==> config.mk <==
export PLATFORM = sky130hd
export DESIGN_NAME = cpu_io_responder_flat
export DESIGN_NICKNAME = d
export VERILOG_FILES = /design/src/rtl/cpu_io_responder_pkg.sv /design/src/rtl/cpu_io_responder_if.sv /design/src/rtl/cpu_io_fifo_fwft.sv /design/src/rtl/cpu_io_responder.sv /design/src/flat_wrapper.sv
export SDC_FILE = /design/constraint.sdc
export NUM_CORES = 1
export LEC_CHECK = 0
export ABC_CLOCK_PERIOD_IN_PS = 3180
export BUFFER_PORTS_ARGS = -buffer_cell sky130_fd_sc_hd__buf_2
export CORE_AREA = 2 2 197 199
export CTS_CLUSTER_SIZE = 25
export DETAILED_ROUTE_END_ITERATION = 10
export DIE_AREA = 0 0 199 201
export GPL_ROUTABILITY_DRIVEN = 0
export GPL_TIMING_DRIVEN = 0
export PLACE_DENSITY_LB_ADDON = 0.08
export SLEW_MARGIN = 20
export SYNTH_ARGS = -nofsm -noshare
export SYNTH_HDL_FRONTEND = slang
export SYNTH_SLANG_ARGS = --single-unit
==> constraint.sdc <==
create_clock -name clk -period 3.18 [get_ports clk]
set_input_delay 0.477 -clock clk [delete_from_list [all_inputs] [get_ports clk]]
set_output_delay 0.477 -clock clk [all_outputs]
set_load 0.01 [all_outputs]
==> src/rtl/cpu_io_responder_pkg.sv <==
// Shared constants and helpers for the CPU I/O responder.
// Holds the status/control bit layout and the snapshot width.
package cpu_io_responder_pkg;

    // Status word bit positions
    localparam int ST_OVF  = 15;
    localparam int ST_UNF  = 14;
    localparam int ST_SUNF = 13;

    // Control word bit positions (tos on a control write)
    localparam int CTL_CLR   = 0;
    localparam int CTL_FLUSH = 1;

    // Snapshot shifter width
    localparam int SNAP_W = 64;

    // Build the status word: sticky flags on top, occupancy in the low byte
    function automatic logic [15:0] make_status(
        input logic       ovf,
        input logic       unf,
        input logic       sunf,
        input logic [7:0] cnt
    );
        logic [15:0] w;
        w          = 16'h0000;
        w[ST_OVF]  = ovf;
        w[ST_UNF]  = unf;
        w[ST_SUNF] = sunf;
        w[7:0]     = cnt;
        return w;
    endfunction

endpackage

==> src/rtl/cpu_io_responder_if.sv <==
// CPU I/O strobe bus: selects, strobes, write data and the read-back paths.
// master = CPU side, slave = peripheral side.
interface cpu_io_if;
    logic [10:0] op_sel;
    logic        rdReg;
    logic        wrReg;
    logic        wrEvt;
    logic        rdBit;
    logic [15:0] tos;
    logic [15:0] par_out;
    logic        ser_out;

    modport master (
        output op_sel, rdReg, wrReg, wrEvt, rdBit, tos,
        input  par_out, ser_out
    );

    modport slave (
        input  op_sel, rdReg, wrReg, wrEvt, rdBit, tos,
        output par_out, ser_out
    );
endinterface

==> src/rtl/cpu_io_fifo_fwft.sv <==
// First-word-fall-through FIFO of 16-bit words with sticky overflow /
// underflow detection and a synchronous flush. The head word is always
// visible on 'head' so a pop can be answered in the strobe cycle.
module cpu_io_fifo_fwft #(
    parameter int DEPTH = 16
) (
    input  logic                     clk,
    input  logic                     rst,
    input  logic                     push,
    input  logic                     pop,
    input  logic                     flush,
    input  logic                     clr,
    input  logic [15:0]              din,
    output logic [15:0]              head,
    output logic                     empty,
    output logic [$clog2(DEPTH):0]   count,
    output logic                     ovf,
    output logic                     unf
);
    localparam int AW = $clog2(DEPTH);
    localparam int CW = AW + 1;

    logic [15:0]   mem_r [DEPTH];
    logic [AW-1:0] wr_ptr_r;
    logic [AW-1:0] rd_ptr_r;
    logic [CW-1:0] count_r;
    logic          ovf_r;
    logic          unf_r;

    logic          empty_s;
    logic          full_s;
    logic          pop_ok_s;
    logic          push_ok_s;
    logic          ovf_set_s;
    logic          unf_set_s;

    // Accept/reject decisions; a pop frees the slot a full-FIFO push needs
    always_comb begin
        empty_s   = (count_r == {CW{1'b0}});
        full_s    = (count_r == CW'(DEPTH));
        pop_ok_s  = pop && !empty_s;
        push_ok_s = push && (!full_s || pop_ok_s);
        ovf_set_s = push && full_s && !pop_ok_s && !flush;
        unf_set_s = pop && empty_s && !flush;
    end

    // Storage write; no reset so it maps onto distributed RAM
    always_ff @(posedge clk) begin
        if (push_ok_s && !flush) begin
            mem_r[wr_ptr_r] <= din;
        end
    end

    // Pointers and occupancy; flush overrides any same-cycle push or pop
    always_ff @(posedge clk or negedge rst) begin
        if (!rst) begin
            wr_ptr_r <= {AW{1'b0}};
            rd_ptr_r <= {AW{1'b0}};
            count_r  <= {CW{1'b0}};
        end else if (flush) begin
            wr_ptr_r <= {AW{1'b0}};
            rd_ptr_r <= {AW{1'b0}};
            count_r  <= {CW{1'b0}};
        end else begin
            if (push_ok_s) begin
                wr_ptr_r <= wr_ptr_r + AW'(1);
            end
            if (pop_ok_s) begin
                rd_ptr_r <= rd_ptr_r + AW'(1);
            end
            case ({push_ok_s, pop_ok_s})
                2'b10:   count_r <= count_r + CW'(1);
                2'b01:   count_r <= count_r - CW'(1);
                default: count_r <= count_r;
            endcase
        end
    end

    // Sticky error flags; a clear in the same cycle as a set wins
    always_ff @(posedge clk or negedge rst) begin
        if (!rst) begin
            ovf_r <= 1'b0;
            unf_r <= 1'b0;
        end else if (clr) begin
            ovf_r <= 1'b0;
            unf_r <= 1'b0;
        end else begin
            if (ovf_set_s) begin
                ovf_r <= 1'b1;
            end
            if (unf_set_s) begin
                unf_r <= 1'b1;
            end
        end
    end

    assign head  = mem_r[rd_ptr_r];
    assign empty = empty_s;
    assign count = count_r;
    assign ovf   = ovf_r;
    assign unf   = unf_r;

endmodule

==> src/rtl/cpu_io_responder.sv <==
// CPU I/O responder: answers rdReg/wrReg/wrEvt/rdBit strobes, pops producer
// words from a FWFT FIFO onto the par bus, reports status, and shifts a
// 64-bit snapshot out MSB first on the serial input.
module cpu_io_responder
    import cpu_io_responder_pkg::*;
#(
    parameter int DEPTH        = 16,
    parameter int IRQ_LEVEL    = 8,
    parameter int RD_DATA_BIT  = 0,
    parameter int RD_STAT_BIT  = 1,
    parameter int WR_CTRL_BIT  = 0,
    parameter int EVT_SNAP_BIT = 0
) (
    input  logic                   clk,
    input  logic                   rst,
    cpu_io_if.slave                cpu,
    input  logic [15:0]            din,
    input  logic                   din_vld,
    input  logic [SNAP_W-1:0]      snap,
    output logic [$clog2(DEPTH):0] count,
    output logic                   irq
);
    localparam int CW = $clog2(DEPTH) + 1;

    logic              rd_data_s;
    logic              rd_stat_s;
    logic              ctl_wr_s;
    logic              clr_s;
    logic              flush_s;
    logic              snap_ld_s;
    logic              bits_avail_s;

    logic [15:0]       head_s;
    logic              empty_s;
    logic [CW-1:0]     count_s;
    logic              ovf_s;
    logic              unf_s;

    logic [SNAP_W-1:0] shreg_r;
    logic [6:0]        bits_left_r;
    logic              sunf_r;

    logic [15:0]       par_s;
    logic [15:0]       status_s;

    // Strobe/select decode
    always_comb begin
        rd_data_s    = cpu.rdReg && cpu.op_sel[RD_DATA_BIT];
        rd_stat_s    = cpu.rdReg && cpu.op_sel[RD_STAT_BIT];
        ctl_wr_s     = cpu.wrReg && cpu.op_sel[WR_CTRL_BIT];
        clr_s        = ctl_wr_s && cpu.tos[CTL_CLR];
        flush_s      = ctl_wr_s && cpu.tos[CTL_FLUSH];
        snap_ld_s    = cpu.wrEvt && cpu.op_sel[EVT_SNAP_BIT];
        bits_avail_s = (bits_left_r != 7'd0);
    end

    cpu_io_fifo_fwft #(
        .DEPTH (DEPTH)
    ) u_fifo (
        .clk   (clk),
        .rst   (rst),
        .push  (din_vld),
        .pop   (rd_data_s),
        .flush (flush_s),
        .clr   (clr_s),
        .din   (din),
        .head  (head_s),
        .empty (empty_s),
        .count (count_s),
        .ovf   (ovf_s),
        .unf   (unf_s)
    );

    // Read-back mux: data and status words are ORed when both are selected
    always_comb begin
        status_s = make_status(ovf_s, unf_s, sunf_r, 8'(count_s));
        par_s    = 16'h0000;
        if (rd_data_s && !empty_s) begin
            par_s = par_s | head_s;
        end else begin
            par_s = par_s;
        end
        if (rd_stat_s) begin
            par_s = par_s | status_s;
        end else begin
            par_s = par_s;
        end
    end

    // Snapshot shifter; a load beats a same-cycle serial read
    always_ff @(posedge clk or negedge rst) begin
        if (!rst) begin
            shreg_r     <= {SNAP_W{1'b0}};
            bits_left_r <= 7'd0;
        end else if (snap_ld_s) begin
            shreg_r     <= snap;
            bits_left_r <= 7'd64;
        end else if (cpu.rdBit && bits_avail_s) begin
            shreg_r     <= {shreg_r[SNAP_W-2:0], 1'b0};
            bits_left_r <= bits_left_r - 7'd1;
        end else begin
            shreg_r     <= shreg_r;
            bits_left_r <= bits_left_r;
        end
    end

    // Serial underflow flag; cleared by the control write, clear wins
    always_ff @(posedge clk or negedge rst) begin
        if (!rst) begin
            sunf_r <= 1'b0;
        end else if (clr_s) begin
            sunf_r <= 1'b0;
        end else if (cpu.rdBit && !bits_avail_s) begin
            sunf_r <= 1'b1;
        end else begin
            sunf_r <= sunf_r;
        end
    end

    assign cpu.par_out = par_s;
    assign cpu.ser_out = bits_avail_s ? shreg_r[SNAP_W-1] : 1'b0;
    assign count       = count_s;
    assign irq         = (count_s >= CW'(IRQ_LEVEL));

endmodule

==> src/flat_wrapper.sv <==
// flat-port wrapper written by rule: the top's interface ports become plain ports
module cpu_io_responder_flat import cpu_io_responder_pkg::*;
#(
    parameter int DEPTH        = 16,
    parameter int IRQ_LEVEL    = 8,
    parameter int RD_DATA_BIT  = 0,
    parameter int RD_STAT_BIT  = 1,
    parameter int WR_CTRL_BIT  = 0,
    parameter int EVT_SNAP_BIT = 0
)
  (clk, rst, din, din_vld, snap, count, irq, cpu_op_sel, cpu_rdReg, cpu_wrReg, cpu_wrEvt, cpu_rdBit, cpu_tos, cpu_par_out, cpu_ser_out);
  cpu_io_if cpu_i ();
  input  logic clk;
  input  logic rst;
  input  logic [15:0] din;
  input  logic din_vld;
  input  logic [SNAP_W-1:0] snap;
  output logic [$clog2(DEPTH):0] count;
  output logic irq;
  input wire logic [$bits(cpu_i.op_sel)-1:0] cpu_op_sel;
  input wire logic [$bits(cpu_i.rdReg)-1:0] cpu_rdReg;
  input wire logic [$bits(cpu_i.wrReg)-1:0] cpu_wrReg;
  input wire logic [$bits(cpu_i.wrEvt)-1:0] cpu_wrEvt;
  input wire logic [$bits(cpu_i.rdBit)-1:0] cpu_rdBit;
  input wire logic [$bits(cpu_i.tos)-1:0] cpu_tos;
  output wire logic [$bits(cpu_i.par_out)-1:0] cpu_par_out;
  output wire logic [$bits(cpu_i.ser_out)-1:0] cpu_ser_out;
  assign cpu_i.op_sel = cpu_op_sel;
  assign cpu_i.rdReg = cpu_rdReg;
  assign cpu_i.wrReg = cpu_wrReg;
  assign cpu_i.wrEvt = cpu_wrEvt;
  assign cpu_i.rdBit = cpu_rdBit;
  assign cpu_i.tos = cpu_tos;
  assign cpu_par_out = cpu_i.par_out;
  assign cpu_ser_out = cpu_i.ser_out;
  cpu_io_responder #(.DEPTH(DEPTH), .IRQ_LEVEL(IRQ_LEVEL), .RD_DATA_BIT(RD_DATA_BIT), .RD_STAT_BIT(RD_STAT_BIT), .WR_CTRL_BIT(WR_CTRL_BIT), .EVT_SNAP_BIT(EVT_SNAP_BIT)) u_core (.clk(clk), .rst(rst), .cpu(cpu_i), .din(din), .din_vld(din_vld), .snap(snap), .count(count), .irq(irq));
endmodule
# Word-level counts from Yosys, hierarchy flattened
# Memories as Yosys holds them, arrays and structs flattened.
# Cells that the tools add are included.
# totals
mem_count	1
word_cells	71
ff_bits	87
inputBits	114
ramBits	256
# classes
n_mux	21
bitwise_logic	1
order_cmp	1
addsub	5
n_reduce_logical	31
n_eq_ne	3
# memory_table
name	depth	word_bits	read_ports	rd_clocked_by_memory_dff	wr	line_no	text
u_core.u_fifo.mem_r	16	16	1	0	1	cpu_io_fifo_fwft.sv:23	logic [15:0] mem_r [DEPTH];
# op_table
op	count
two-way mux 64 bit	2
two-way mux 16 bit	2
logical AND 1 bit	16
two-way mux 4 bit	4
OR 16 bit	1
two-way mux 7 bit	2
nonzero test 2 bit	6
case mux 5 bit (2 select lines)	1
two-way mux 1 bit	9
adder 4 x 1 -> 4 bit, second input constant	2
nonzero test 7 bit	1
subtractor 7 x 1 -> 7 bit, second input constant	1
adder 5 x 1 -> 5 bit, second input constant	1
equality test 5 bit, second input constant	1
>= comparator 5 x 4 -> 1 bit, second input constant	1
logical NOT 1 bit	5
logical NOT 5 bit	1
two-way mux 5 bit	1
subtractor 5 x 1 -> 5 bit, second input constant	1
nonzero test 3 bit	1
equality test 2 x 1 -> 1 bit, second input constant	1
equality test 2 bit, second input constant	1
logical OR 1 bit	1

# Longest topological paths before layout
# Gate-level depths: netlist of run 1.
# depth
depth_word	8
mapped_depth	9
mapped_depth_nobuf	8

# Modules after synthesis
# Synthesis of run 1 repeated with hierarchy kept, for this count alone.
# unflattened
hier_cells	1012
area_unflattened_um2	14425.1
# modules_own_cells
mod	cells_per_inst	area_each_um2	instances
cpu_io_fifo_fwft	595	10822.9	1
cpu_io_responder	417	3602.2	1

# Worst setup path before layout of run 1
# No wires, ideal clock.
# synth_timing
kind	register to register
start	register u_core.u_fifo.count_r[0] (netlist: u_core.u_fifo.count[0])
end	memory u_core.u_fifo.mem_r[0][0], enable pin
path_slack_ns	0.297
n_path_buf	2
arrival_ns	2.474
t_required_ns	2.771
path_stages_with_launch	7
period_less_slack_ns	2.883
cell_sequence	dfrtp_1 -> clkbuf_1 -> or4_1 -> buf_2 -> o211a_1 -> nand2_1 -> nor3_1
# synth_via
elab_chain_len	8
elab_cells_between_ends	10
# synth_rtl
item	line_no	text
from (decl)	cpu_io_fifo_fwft.sv:26	logic [CW-1:0] count_r;
from (signal assigned)	cpu_io_fifo_fwft.sv:59	count_r <= {CW{1'b0}};
from (signal assigned)	cpu_io_fifo_fwft.sv:63	count_r <= {CW{1'b0}};
from (signal assigned)	cpu_io_fifo_fwft.sv:72	2'b10: count_r <= count_r + CW'(1);
logical NOT 5 bit	cpu_io_fifo_fwft.sv:39	empty_s = (count_r == {CW{1'b0}});
logical NOT 1 bit	cpu_io_fifo_fwft.sv:41	pop_ok_s = pop && !empty_s;
logical AND 1 bit	cpu_io_fifo_fwft.sv:41	
logical OR 1 bit *	cpu_io_fifo_fwft.sv:42	push_ok_s = push && (!full_s || pop_ok_s);
logical AND 1 bit *	cpu_io_fifo_fwft.sv:42	
logical AND 1 bit *	cpu_io_fifo_fwft.sv:49	if (push_ok_s && !flush) begin
two-way mux 1 bit *	cpu_io_fifo_fwft.sv:49	
two-way mux 1 bit (not written as such) *	cpu_io_fifo_fwft.sv:50	mem_r[wr_ptr_r] <= din;
to (decl)	cpu_io_fifo_fwft.sv:23	
# Every way passes the cells marked *; elsewhere a longest branch is shown, timed or not.

# Worst setup path in the final report of run 1
# layout_timing
start	register u_core.u_fifo.count_r[3] (netlist: u_core.u_fifo.count[3])
end	output port cpu_par_out[4]
# layout_via
elab_chain_len	6
# layout_rtl
item	line_no	text
logical NOT 5 bit *	cpu_io_fifo_fwft.sv:39	
logical NOT 1 bit *	cpu_io_responder.sv:78	if (rd_data_s && !empty_s) begin
logical AND 1 bit *	cpu_io_responder.sv:78	
two-way mux 16 bit *	cpu_io_responder.sv:78	
OR 16 bit	cpu_io_responder.sv:84	par_s = par_s | status_s;
two-way mux 16 bit *	cpu_io_responder.sv:83	if (rd_stat_s) begin
to (decl)	flat_wrapper.sv:26	output wire logic [$bits(cpu_i.par_out)-1:0] cpu_par_out;
# Marks and branches as above.

==> impl_metrics.prom, run 1 <==
# TYPE chip_impl_metric gauge
chip_impl_metric{name="setup_violations",unit=""} 0
chip_impl_metric{name="finalCritPeriodShare",unit="%"} 97.9
chip_impl_metric{name="number_of_flops_mapped_to_enable_cells_by_yosys",unit=""} 256
chip_impl_metric{name="leakagePower",unit="nW"} 6.29
chip_impl_info{name="cts_tree",value="built"} 1
chip_impl_metric{name="r2r_worst_path_depth",unit=""} 9
chip_impl_metric{name="fp.coreArea",unit="mm^2"} 0.0381
chip_impl_info{name="postSynth.topFlopCell",value="sky130_fd_sc_hd__edfxtp_1"} 1
chip_impl_metric{name="cts.htree.levels",unit=""} 2
chip_impl_metric{name="io_pins",unit=""} 137
chip_impl_info{name="most_frequent_cells_in_the_layout",value="sky130_fd_sc_hd__edfxtp_1, sky130_fd_sc_hd__buf_2, sky130_fd_sc_hd__dfrtp_1"} 1
chip_impl_metric{name="clock_tree.buffer_depth",unit=""} 3
chip_impl_metric{name="worst_setup_hold_path_clk_slew",unit="ns"} 0.06
chip_impl_metric{name="die_area",unit="mm^2"} 0.0400
chip_impl_metric{name="initial_core_util",unit="%"} 37.3
chip_impl_metric{name="synthCells",unit=""} 871
chip_impl_info{name="rsz_0062_raised_after_global_routing",value="no"} 1
chip_impl_metric{name="maxSlewHeadroom",unit="%"} 51.6
chip_impl_info{name="crit_type",value="reg2out"} 1
chip_impl_metric{name="finalSetupTns",unit="ns"} 0
chip_impl_metric{name="finish.net_count",unit=""} 1164
chip_impl_info{name="timing.hold.worst.class",value="in2reg"} 1
chip_impl_metric{name="drtAntennaViolNets",unit=""} 0
chip_impl_metric{name="fin_worst_skew",unit="ns"} 0.0124
chip_impl_metric{name="arrival",unit="ns"} 2.64
chip_impl_metric{name="area_growth_syn_to_layout",unit="%"} 20.8
chip_impl_metric{name="grt_first_pass_wirelength",unit="um"} 51400
chip_impl_metric{name="worstHoldPathCells",unit=""} 3
chip_impl_metric{name="clk-insertion-delay-late",unit="ns"} 0.55
chip_impl_info{name="critPathCaptureType",value="output pin"} 1
chip_impl_metric{name="multi_input_comb_area",unit="mm^2"} 0.00422
chip_impl_metric{name="stdcell_count",unit=""} 1589
chip_impl_metric{name="gr-total-overflow",unit=""} 0
chip_impl_info{name="layout.cells.most_common",value="sky130_fd_sc_hd__edfxtp_1"} 1
chip_impl_metric{name="ys_async_sr_fraction",unit="%"} 25.4
chip_impl_metric{name="cp_max_fo",unit=""} 10
chip_impl_metric{name="seqCellArea",unit="mm^2"} 0.00986
chip_impl_metric{name="max_cap_viol_count",unit=""} 0
chip_impl_metric{name="final_routed_drc_violation_total",unit=""} 0
chip_impl_info{name="crit_path_start_kind",value="flip-flop"} 1
chip_impl_metric{name="viasPerCell",unit=""} 5.04
chip_impl_metric{name="initial_antenna_violation_count",unit=""} 1
chip_impl_metric{name="synth.cell_area",unit="mm^2"} 0.0142
chip_impl_metric{name="routedWlPerCell",unit="um"} 21.3
chip_impl_metric{name="final_hold_viol_count",unit=""} 0
chip_impl_metric{name="ys_seq_elements",unit=""} 343
chip_impl_metric{name="drt_first_iter_violations",unit=""} 478
chip_impl_metric{name="period_minus_slack",unit="ns"} 3.11
chip_impl_info{name="cts.root.buffer_cell",value="sky130_fd_sc_hd__clkbuf_16"} 1
chip_impl_metric{name="detail_route.first_pass.iterations",unit=""} 5
chip_impl_metric{name="internal-power",unit="W"} 0.00951
chip_impl_metric{name="number_of_distinct_library_cells_after_synthesis",unit=""} 49
chip_impl_metric{name="numPortBuffers",unit=""} 112
chip_impl_metric{name="n_antenna_cell",unit=""} 0
chip_impl_metric{name="crit_required",unit="ns"} 2.70
chip_impl_metric{name="met3_usage",unit="%"} 3.23
chip_impl_metric{name="syn-mean-instance-area",unit="um^2"} 16.3
chip_impl_metric{name="final_wl",unit="um"} 33800
chip_impl_metric{name="dieHeight",unit="um"} 201
chip_impl_metric{name="switching_share",unit="%"} 29.4
chip_impl_metric{name="p_per_area",unit="mW/mm^2"} 783
chip_impl_metric{name="net-switching-power",unit="W"} 0.00395
chip_impl_metric{name="gr_usage_total",unit="%"} 17.4
chip_impl_metric{name="dieWidth",unit="um"} 199
chip_impl_metric{name="num-fill-cells",unit=""} 3403
chip_impl_metric{name="number_of_buffers_created_by_cts",unit=""} 40
chip_impl_metric{name="power.share.sequential",unit="%"} 42.0
chip_impl_metric{name="timing.fmax",unit="GHz"} 0.321
chip_impl_metric{name="power_frac_clock",unit="%"} 32.1
chip_impl_metric{name="final_util",unit="%"} 45.1
chip_impl_metric{name="worst_vdd_rail_ir_drop",unit="mV"} 0.367
chip_impl_metric{name="first_global_vias",unit=""} 8501
chip_impl_metric{name="groute.layer.met2.usage",unit="%"} 27.8
chip_impl_metric{name="synth.yosys.seq_area_share",unit="%"} 69.3
chip_impl_metric{name="yosysWarningCount",unit=""} 0
chip_impl_info{name="outcome",value="complete, no violations"} 1
chip_impl_metric{name="cts.sinks",unit=""} 343
chip_impl_metric{name="num_rows",unit=""} 72
chip_impl_metric{name="synth_fp_nets",unit=""} 994
chip_impl_metric{name="slew_violations",unit=""} 0
chip_impl_metric{name="post_route_cells_drive_above_1_share",unit="%"} 29.2
chip_impl_metric{name="grtUsageMet1",unit="%"} 23.9
chip_impl_metric{name="worst_pin_slew",unit="ns"} 0.724
chip_impl_info{name="grt.busiest_layer",value="met2"} 1
chip_impl_metric{name="route.vias.total",unit=""} 8012
chip_impl_metric{name="power.combinational.fraction",unit="%"} 25.9
chip_impl_metric{name="detailed_place_hpwl",unit="um"} 22100
chip_impl_metric{name="place_inst",unit=""} 1514
chip_impl_metric{name="grt_max_degree",unit=""} 48
per-stage QoR:
stage	setup slack [ns]	area, um^2	hold slack (ns)	total power (W)
after global placement	-1.78	15400	0.512	0.00899
after global routing	0.00221	17200	0.120	0.0142
after CTS	0.00328	17100	0.0956	0.0136
after detailed placement	-0.193	15800	0.458	0.00911
final	0.0668	17200	0.131	0.0135
after floorplan	0.297	14200	0.181	0.00794
repair_timing:
action,4_1_cts,5_1_grt
pin swaps,2,1
buffers inserted,4,1
hold buffers,1,0
setup endpoints to repair,16,15
gates resized for setup,37,22
hold endpoints to repair,46,0
synthesized netlist by cell type, types with 2 or more instances:
library cell | count | area (um^2)
sky130_fd_sc_hd__nand4b_1 | 2 | 17.5
sky130_fd_sc_hd__o2111ai_1 | 2 | 17.5
sky130_fd_sc_hd__or4_1 | 2 | 15.0
sky130_fd_sc_hd__ha_1 | 9 | 113
sky130_fd_sc_hd__buf_1 | 6 | 22.5
sky130_fd_sc_hd__buf_6 | 4 | 45.0
sky130_fd_sc_hd__nor2_1 | 34 | 128
sky130_fd_sc_hd__xor2_1 | 7 | 61.3
sky130_fd_sc_hd__mux2i_1 | 84 | 841
sky130_fd_sc_hd__o21ai_0 | 39 | 195
sky130_fd_sc_hd__a21o_1 | 10 | 75.1
sky130_fd_sc_hd__o211ai_2 | 2 | 25.0
sky130_fd_sc_hd__a211oi_1 | 9 | 67.6
sky130_fd_sc_hd__nor2b_1 | 10 | 62.6
sky130_fd_sc_hd__inv_1 | 7 | 26.3
sky130_fd_sc_hd__nand2b_1 | 6 | 37.5
sky130_fd_sc_hd__nand3_1 | 5 | 25.0
sky130_fd_sc_hd__edfxtp_1 | 256 | 7690
sky130_fd_sc_hd__o22ai_1 | 16 | 100
sky130_fd_sc_hd__clkbuf_1 | 32 | 120
sky130_fd_sc_hd__or2_2 | 2 | 12.5
sky130_fd_sc_hd__dfrtp_1 | 87 | 2180
sky130_fd_sc_hd__nor3_1 | 15 | 75.1
sky130_fd_sc_hd__a31oi_1 | 2 | 12.5
sky130_fd_sc_hd__o211ai_1 | 6 | 45.0
sky130_fd_sc_hd__o21a_1 | 2 | 15.0
sky130_fd_sc_hd__buf_4 | 5 | 37.5
sky130_fd_sc_hd__buf_2 | 10 | 50.1
sky130_fd_sc_hd__and2_1 | 3 | 18.8
sky130_fd_sc_hd__xnor2_1 | 3 | 26.3
sky130_fd_sc_hd__a21bo_2 | 3 | 30.0
sky130_fd_sc_hd__o21ai_1 | 28 | 140
sky130_fd_sc_hd__mux4_2 | 64 | 1440
sky130_fd_sc_hd__nand2_1 | 76 | 285
sky130_fd_sc_hd__and3_1 | 3 | 18.8
sky130_fd_sc_hd__o21ai_2 | 2 | 17.5
sky130_fd_sc_hd__a21oi_1 | 6 | 30.0
worst max-delay path, cell delays in order (launching register included):
cell	delay (ns)
sky130_fd_sc_hd__dfrtp_1	0.49
sky130_fd_sc_hd__or4_4	0.70
sky130_fd_sc_hd__o211ai_4	0.24
sky130_fd_sc_hd__buf_6	0.17
sky130_fd_sc_hd__o22ai_1	0.14
sky130_fd_sc_hd__a21o_1	0.19
sky130_fd_sc_hd__buf_2	0.14
routing by layer:
| layer | up-vias | routed length, um |
|---|---|---|
| li1 | 3719 | - |
| met1 | 4038 | 15300 |
| met2 | 198 | 16000 |
| met3 | 55 | 1600 |
| met4 | 2 | 906 |
| met5 | - | 13 |
final cells by class:
| cell class | count | share of cell area (%) |
|---|---|---|
| Inverter | 7 | 0.153 |
| Buffer | 54 | 2.08 |
| Tap cell | 518 | 3.77 |
| Clock buffer | 49 | 6.08 |
| Timing Repair Buffer | 131 | 4.81 |
| Sequential cell | 343 | 57.4 |
| Multi-Input combinational cell | 464 | 24.6 |
| Clock inverter | 23 | 1.11 |
power by group through the flow:
stage | clock network, W | registers, W | logic (W)
after floorplan | 0 | 0.00566 | 0.00228
after global placement | 0 | 0.00574 | 0.00325
after detailed placement | 0 | 0.00573 | 0.00339
after CTS | 0.00447 | 0.00566 | 0.00351
after global routing | 0.00463 | 0.00572 | 0.00382
final | 0.00432 | 0.00565 | 0.00349
sequential cells by signal (all words and copies together), names as in the netlist:
name                    flops
u_core.u_fifo.wr_ptr_r      4
u_core.sunf_r               1
u_core.u_fifo.ovf           1
u_core.u_fifo.unf           1
u_core.u_fifo.mem_r       256
u_core.shreg_r             64
u_core.u_fifo.rd_ptr_r      4
u_core.bits_left_r          7
u_core.u_fifo.count         5
cells by family after synthesis:
logic type | after synthesis | synth area share, %
buffers and inverters | 64 | 2.12
multiplexers | 149 | 16.1
AO/OA/AOI/OAI | 134 | 5.87
adder cells (fa/ha/maj) | 9 | 0.792
XOR/XNOR | 10 | 0.616
flip-flops | 343 | 69.3
AND/OR/NAND/NOR | 162 | 5.15
final timing paths:
check                                                   start                                  to  slack (ns)
max reg2reg                u_core.u_fifo.count[1]$_DFFE_PN0P_  u_core.u_fifo.count[4]$_DFFE_PN0P_        0.37
min reg2reg                     u_core.u_fifo.unf$_DFFE_PN0P_       u_core.u_fifo.unf$_DFFE_PN0P_        0.53
max in group asynchronous                                 rst      u_core.shreg_r[24]$_DFFE_PN0P_        2.17
min                                                  snap[16]      u_core.shreg_r[16]$_DFFE_PN0P_        0.13
max                        u_core.u_fifo.count[3]$_DFFE_PN0P_                      cpu_par_out[4]        0.07
min in group asynchronous                                 rst      u_core.shreg_r[55]$_DFFE_PN0P_        0.42
Note: power is estimated with default switching activity, not from simulation.
==> run 2: changes to the inputs <==
--- a/config.mk
+++ b/config.mk
@@ -7,6 +7,8 @@
 export LEC_CHECK = 0
 export ABC_CLOCK_PERIOD_IN_PS = 3180
 export BUFFER_PORTS_ARGS = -buffer_cell sky130_fd_sc_hd__buf_2
+export CELL_PAD_IN_SITES_DETAIL_PLACEMENT = 1
+export CELL_PAD_IN_SITES_GLOBAL_PLACEMENT = 1
 export CORE_AREA = 2 2 197 199
 export CTS_CLUSTER_SIZE = 25
 export DETAILED_ROUTE_END_ITERATION = 10
@@ -14,7 +16,6 @@
 export GPL_ROUTABILITY_DRIVEN = 0
 export GPL_TIMING_DRIVEN = 0
 export PLACE_DENSITY_LB_ADDON = 0.08
-export SLEW_MARGIN = 20
 export SYNTH_ARGS = -nofsm -noshare
 export SYNTH_HDL_FRONTEND = slang
 export SYNTH_SLANG_ARGS = --single-unit
==> run 2 against run 1 <==
Core utilization rose by 0.45 points; sequential share of layout area down 0.55 points; die area is the same; clock skew grew 0.015 ns; first-iteration DRC count rose by 3.1%; combinational power grew 2%; count of clock-buffer cells in the layout grew 11; total power is 0.54% higher; sequential power barely moved; final cell count increased by 0.38%; critical path depth is 2 higher; largest power group unchanged.
==> impl_metrics.prom, run 2 (synthesized netlist as in run 1, its figures left out) <==
# TYPE chip_impl_metric gauge
chip_impl_metric{name="drtAntennaViolNets",unit=""} 0
chip_impl_metric{name="crit_required",unit="ns"} 2.70
chip_impl_metric{name="period_minus_slack",unit="ns"} 3.07
chip_impl_metric{name="post_route_cells_drive_above_1_share",unit="%"} 29.4
chip_impl_metric{name="clk-insertion-delay-late",unit="ns"} 0.57
chip_impl_info{name="hold_start",value="snap[17]"} 1
chip_impl_info{name="cts.root.buffer_cell",value="sky130_fd_sc_hd__clkbuf_16"} 1
chip_impl_metric{name="area_growth_syn_to_layout",unit="%"} 22.0
chip_impl_metric{name="num-fill-cells",unit=""} 3735
chip_impl_metric{name="io_pins",unit=""} 137
chip_impl_info{name="crit_type",value="reg2out"} 1
chip_impl_metric{name="r2r_worst_path_depth",unit=""} 10
chip_impl_metric{name="die_area",unit="mm^2"} 0.0400
chip_impl_metric{name="drt_first_iter_violations",unit=""} 493
chip_impl_info{name="layout.cells.most_common",value="sky130_fd_sc_hd__edfxtp_1"} 1
chip_impl_info{name="cpMaxStageDelayCell",value="sky130_fd_sc_hd__or4_4"} 1
chip_impl_info{name="hold_end",value="u_core.shreg_r[17]$_DFFE_PN0P_"} 1
chip_impl_metric{name="arrival",unit="ns"} 2.60
chip_impl_metric{name="max_cap_viol_count",unit=""} 0
chip_impl_metric{name="first_global_vias",unit=""} 8926
chip_impl_metric{name="num_rows",unit=""} 72
chip_impl_metric{name="final_wl",unit="um"} 36300
chip_impl_metric{name="gr-total-overflow",unit=""} 0
chip_impl_metric{name="place_inst",unit=""} 1522
chip_impl_metric{name="initial_antenna_violation_count",unit=""} 1
chip_impl_metric{name="p_per_area",unit="mW/mm^2"} 780
chip_impl_info{name="rsz_0062_raised_after_global_routing",value="no"} 1
chip_impl_metric{name="cts.htree.levels",unit=""} 2
chip_impl_metric{name="worst_vdd_rail_ir_drop",unit="mV"} 0.439
chip_impl_metric{name="timing.fmax",unit="GHz"} 0.325
chip_impl_metric{name="routedWlPerCell",unit="um"} 22.8
chip_impl_metric{name="worstHoldPathCells",unit=""} 3
chip_impl_info{name="crit_path_start_kind",value="flip-flop"} 1
chip_impl_metric{name="cp_max_fo",unit=""} 5
chip_impl_metric{name="worst_setup_hold_path_clk_slew",unit="ns"} 0.06
chip_impl_metric{name="fp.coreArea",unit="mm^2"} 0.0381
chip_impl_info{name="timing.rr.end",value="u_core.u_fifo.count[4]$_DFFE_PN0P_"} 1
chip_impl_metric{name="final.setup.worst_slack",unit="ns"} 0.105
chip_impl_metric{name="critPathMaxStageDelay",unit="ns"} 0.60
chip_impl_info{name="rr_startpoint",value="u_core.u_fifo.count[1]$_DFFE_PN0P_"} 1
chip_impl_info{name="critical_path.cell_chain",value="buf_6, or4_4, o211ai_4, buf_12, buf_16, o22ai_1, a21o_1, buf_2"} 1
chip_impl_metric{name="detail_route.first_pass.iterations",unit=""} 4
chip_impl_metric{name="detailed_place_hpwl",unit="um"} 24600
chip_impl_metric{name="worst_hold_slack",unit="ns"} 0.137
chip_impl_metric{name="setup_violations",unit=""} 0
chip_impl_metric{name="dp_worst_slack",unit="ns"} -0.349
chip_impl_metric{name="worst_pin_slew",unit="ns"} 0.751
chip_impl_metric{name="grt_first_pass_wirelength",unit="um"} 55900
chip_impl_metric{name="leakagePower",unit="nW"} 6.38
chip_impl_metric{name="cts.sinks",unit=""} 343
chip_impl_metric{name="reg2reg_slack",unit="ns"} 0.23
chip_impl_metric{name="maxSlewHeadroom",unit="%"} 49.7
chip_impl_metric{name="number_of_buffers_created_by_cts",unit=""} 40
chip_impl_metric{name="numPortBuffers",unit=""} 112
chip_impl_info{name="largest-register",value="u_core.u_fifo.mem_r"} 1
chip_impl_metric{name="final_hold_viol_count",unit=""} 0
chip_impl_metric{name="finish.net_count",unit=""} 1175
chip_impl_metric{name="route.vias.total",unit=""} 8175
chip_impl_info{name="reg_top3",value="u_core.u_fifo.mem_r x256, u_core.shreg_r x64, u_core.bits_left_r x7"} 1
chip_impl_metric{name="slew_violations",unit=""} 0
chip_impl_metric{name="largest_reg_flops",unit=""} 256
chip_impl_metric{name="finalSetupTns",unit="ns"} 0
chip_impl_metric{name="initial_core_util",unit="%"} 37.3
chip_impl_info{name="timing.hold.worst.class",value="in2reg"} 1
chip_impl_metric{name="gr_usage_total",unit="%"} 18.9
chip_impl_info{name="outcome",value="complete, no violations"} 1
chip_impl_metric{name="dieWidth",unit="um"} 199
chip_impl_metric{name="finalCritPeriodShare",unit="%"} 96.7
chip_impl_info{name="critPathCaptureType",value="output pin"} 1
chip_impl_metric{name="grt_max_degree",unit=""} 67
chip_impl_metric{name="fin_worst_skew",unit="ns"} 0.0272
chip_impl_metric{name="final_routed_drc_violation_total",unit=""} 0
chip_impl_metric{name="clock_tree.buffer_depth",unit=""} 3
chip_impl_info{name="most_frequent_cells_in_the_layout",value="sky130_fd_sc_hd__edfxtp_1, sky130_fd_sc_hd__buf_2, sky130_fd_sc_hd__dfrtp_1"} 1
chip_impl_metric{name="dieHeight",unit="um"} 201
chip_impl_metric{name="stdcell_count",unit=""} 1595
chip_impl_info{name="cts_tree",value="built"} 1
chip_impl_metric{name="viasPerCell",unit=""} 5.13
[run 2: cell types whose count changed in the layout (fill, tap and decap cells not counted), sizes merged]
cell and change:
buf +12, clkinv -11, clkbuf +10, inv -3, clkinvlp -2, bufinv -1
diode +1
[run 2: layout make-up]
type / instances / area, um^2 / share of cell area (%)
multi-input combinational: 464 / 4160 / 23.9
antenna: 1 / 2.50 / 0.0144
inverter: 7 / 26.3 / 0.151
tap: 518 / 648 / 3.74
timing repair buffer: 144 / 1110 / 6.38
sequential: 343 / 9870 / 56.9
clock buffer: 60 / 1120 / 6.44
buffer: 52 / 338 / 1.95
clock inverter: 6 / 90.1 / 0.519
[run 2: metrics by stage]
stage,instance area [um^2],power (W),util (%)
final,17400,0.0135,45.5
after global routing,17300,0.0143,45.5
after CTS,17300,0.0137,45.4
after detailed placement,15900,0.00918,41.7
after global placement,15400,0.00901,40.5
after floorplan,14200,0.00794,-
[run 2: worst max-delay path by stage]
stage                                                      from                             endpoint  slack [ns]  cells after the start
final                        u_core.u_fifo.count[1]$_DFFE_PN0P_                      cpu_par_out[15]        0.11                      8
after global routing         u_core.u_fifo.count[1]$_DFFE_PN0P_   u_core.u_fifo.count[4]$_DFFE_PN0P_       0.002                     10
after CTS                 u_core.u_fifo.rd_ptr_r[2]$_DFFE_PN0P_                      cpu_par_out[14]       -0.03                      7
after detailed placement  u_core.u_fifo.rd_ptr_r[3]$_DFFE_PN0P_                      cpu_par_out[10]       -0.35                      7
after global placement       u_core.u_fifo.count[0]$_DFFE_PN0P_  u_core.u_fifo.mem_r[3][6]$_DFFE_PP_       -1.85                      6
after floorplan              u_core.u_fifo.count[0]$_DFFE_PN0P_  u_core.u_fifo.mem_r[0][0]$_DFFE_PP_        0.30                      6
[run 2: repair_timing]
| action | CTS | global route |
|---|---|---|
| setup buffers | 6 | 3 |
| gates cloned | 1 | 0 |
| hold buffers | 1 | 0 |
| endpoints found under the hold margin | 21 | 0 |
| pin swaps | 2 | 2 |
| setup endpoints to repair | 16 | 16 |
| gates resized for setup | 40 | 16 |
[run 2: critical path, delay by kind of cell (launching register included)]
family | cells | cell delay (ns)
and+or+nand+nor | 1 | 0.60
AOI/OAI and AO/OA | 3 | 0.56
buffers and inverters | 4 | 0.51
DFF | 1 | 0.38
[run 2: power by group]
group / switching (W) / internal [W]
sequential: 0.000282 / 0.00539
combinational: 0.00190 / 0.00167
clock: 0.00178 / 0.00251
[run 2: routing by layer]
metal / up-vias / track usage (%) / routed length, um
met2: 170 / 30.3 / 17300
li1: 3727 / - / -
met5: - / 0 / 0
met4: 0 / 5.01 / 741
met1: 4224 / 26.4 / 16500
met3: 54 / 3.80 / 1710
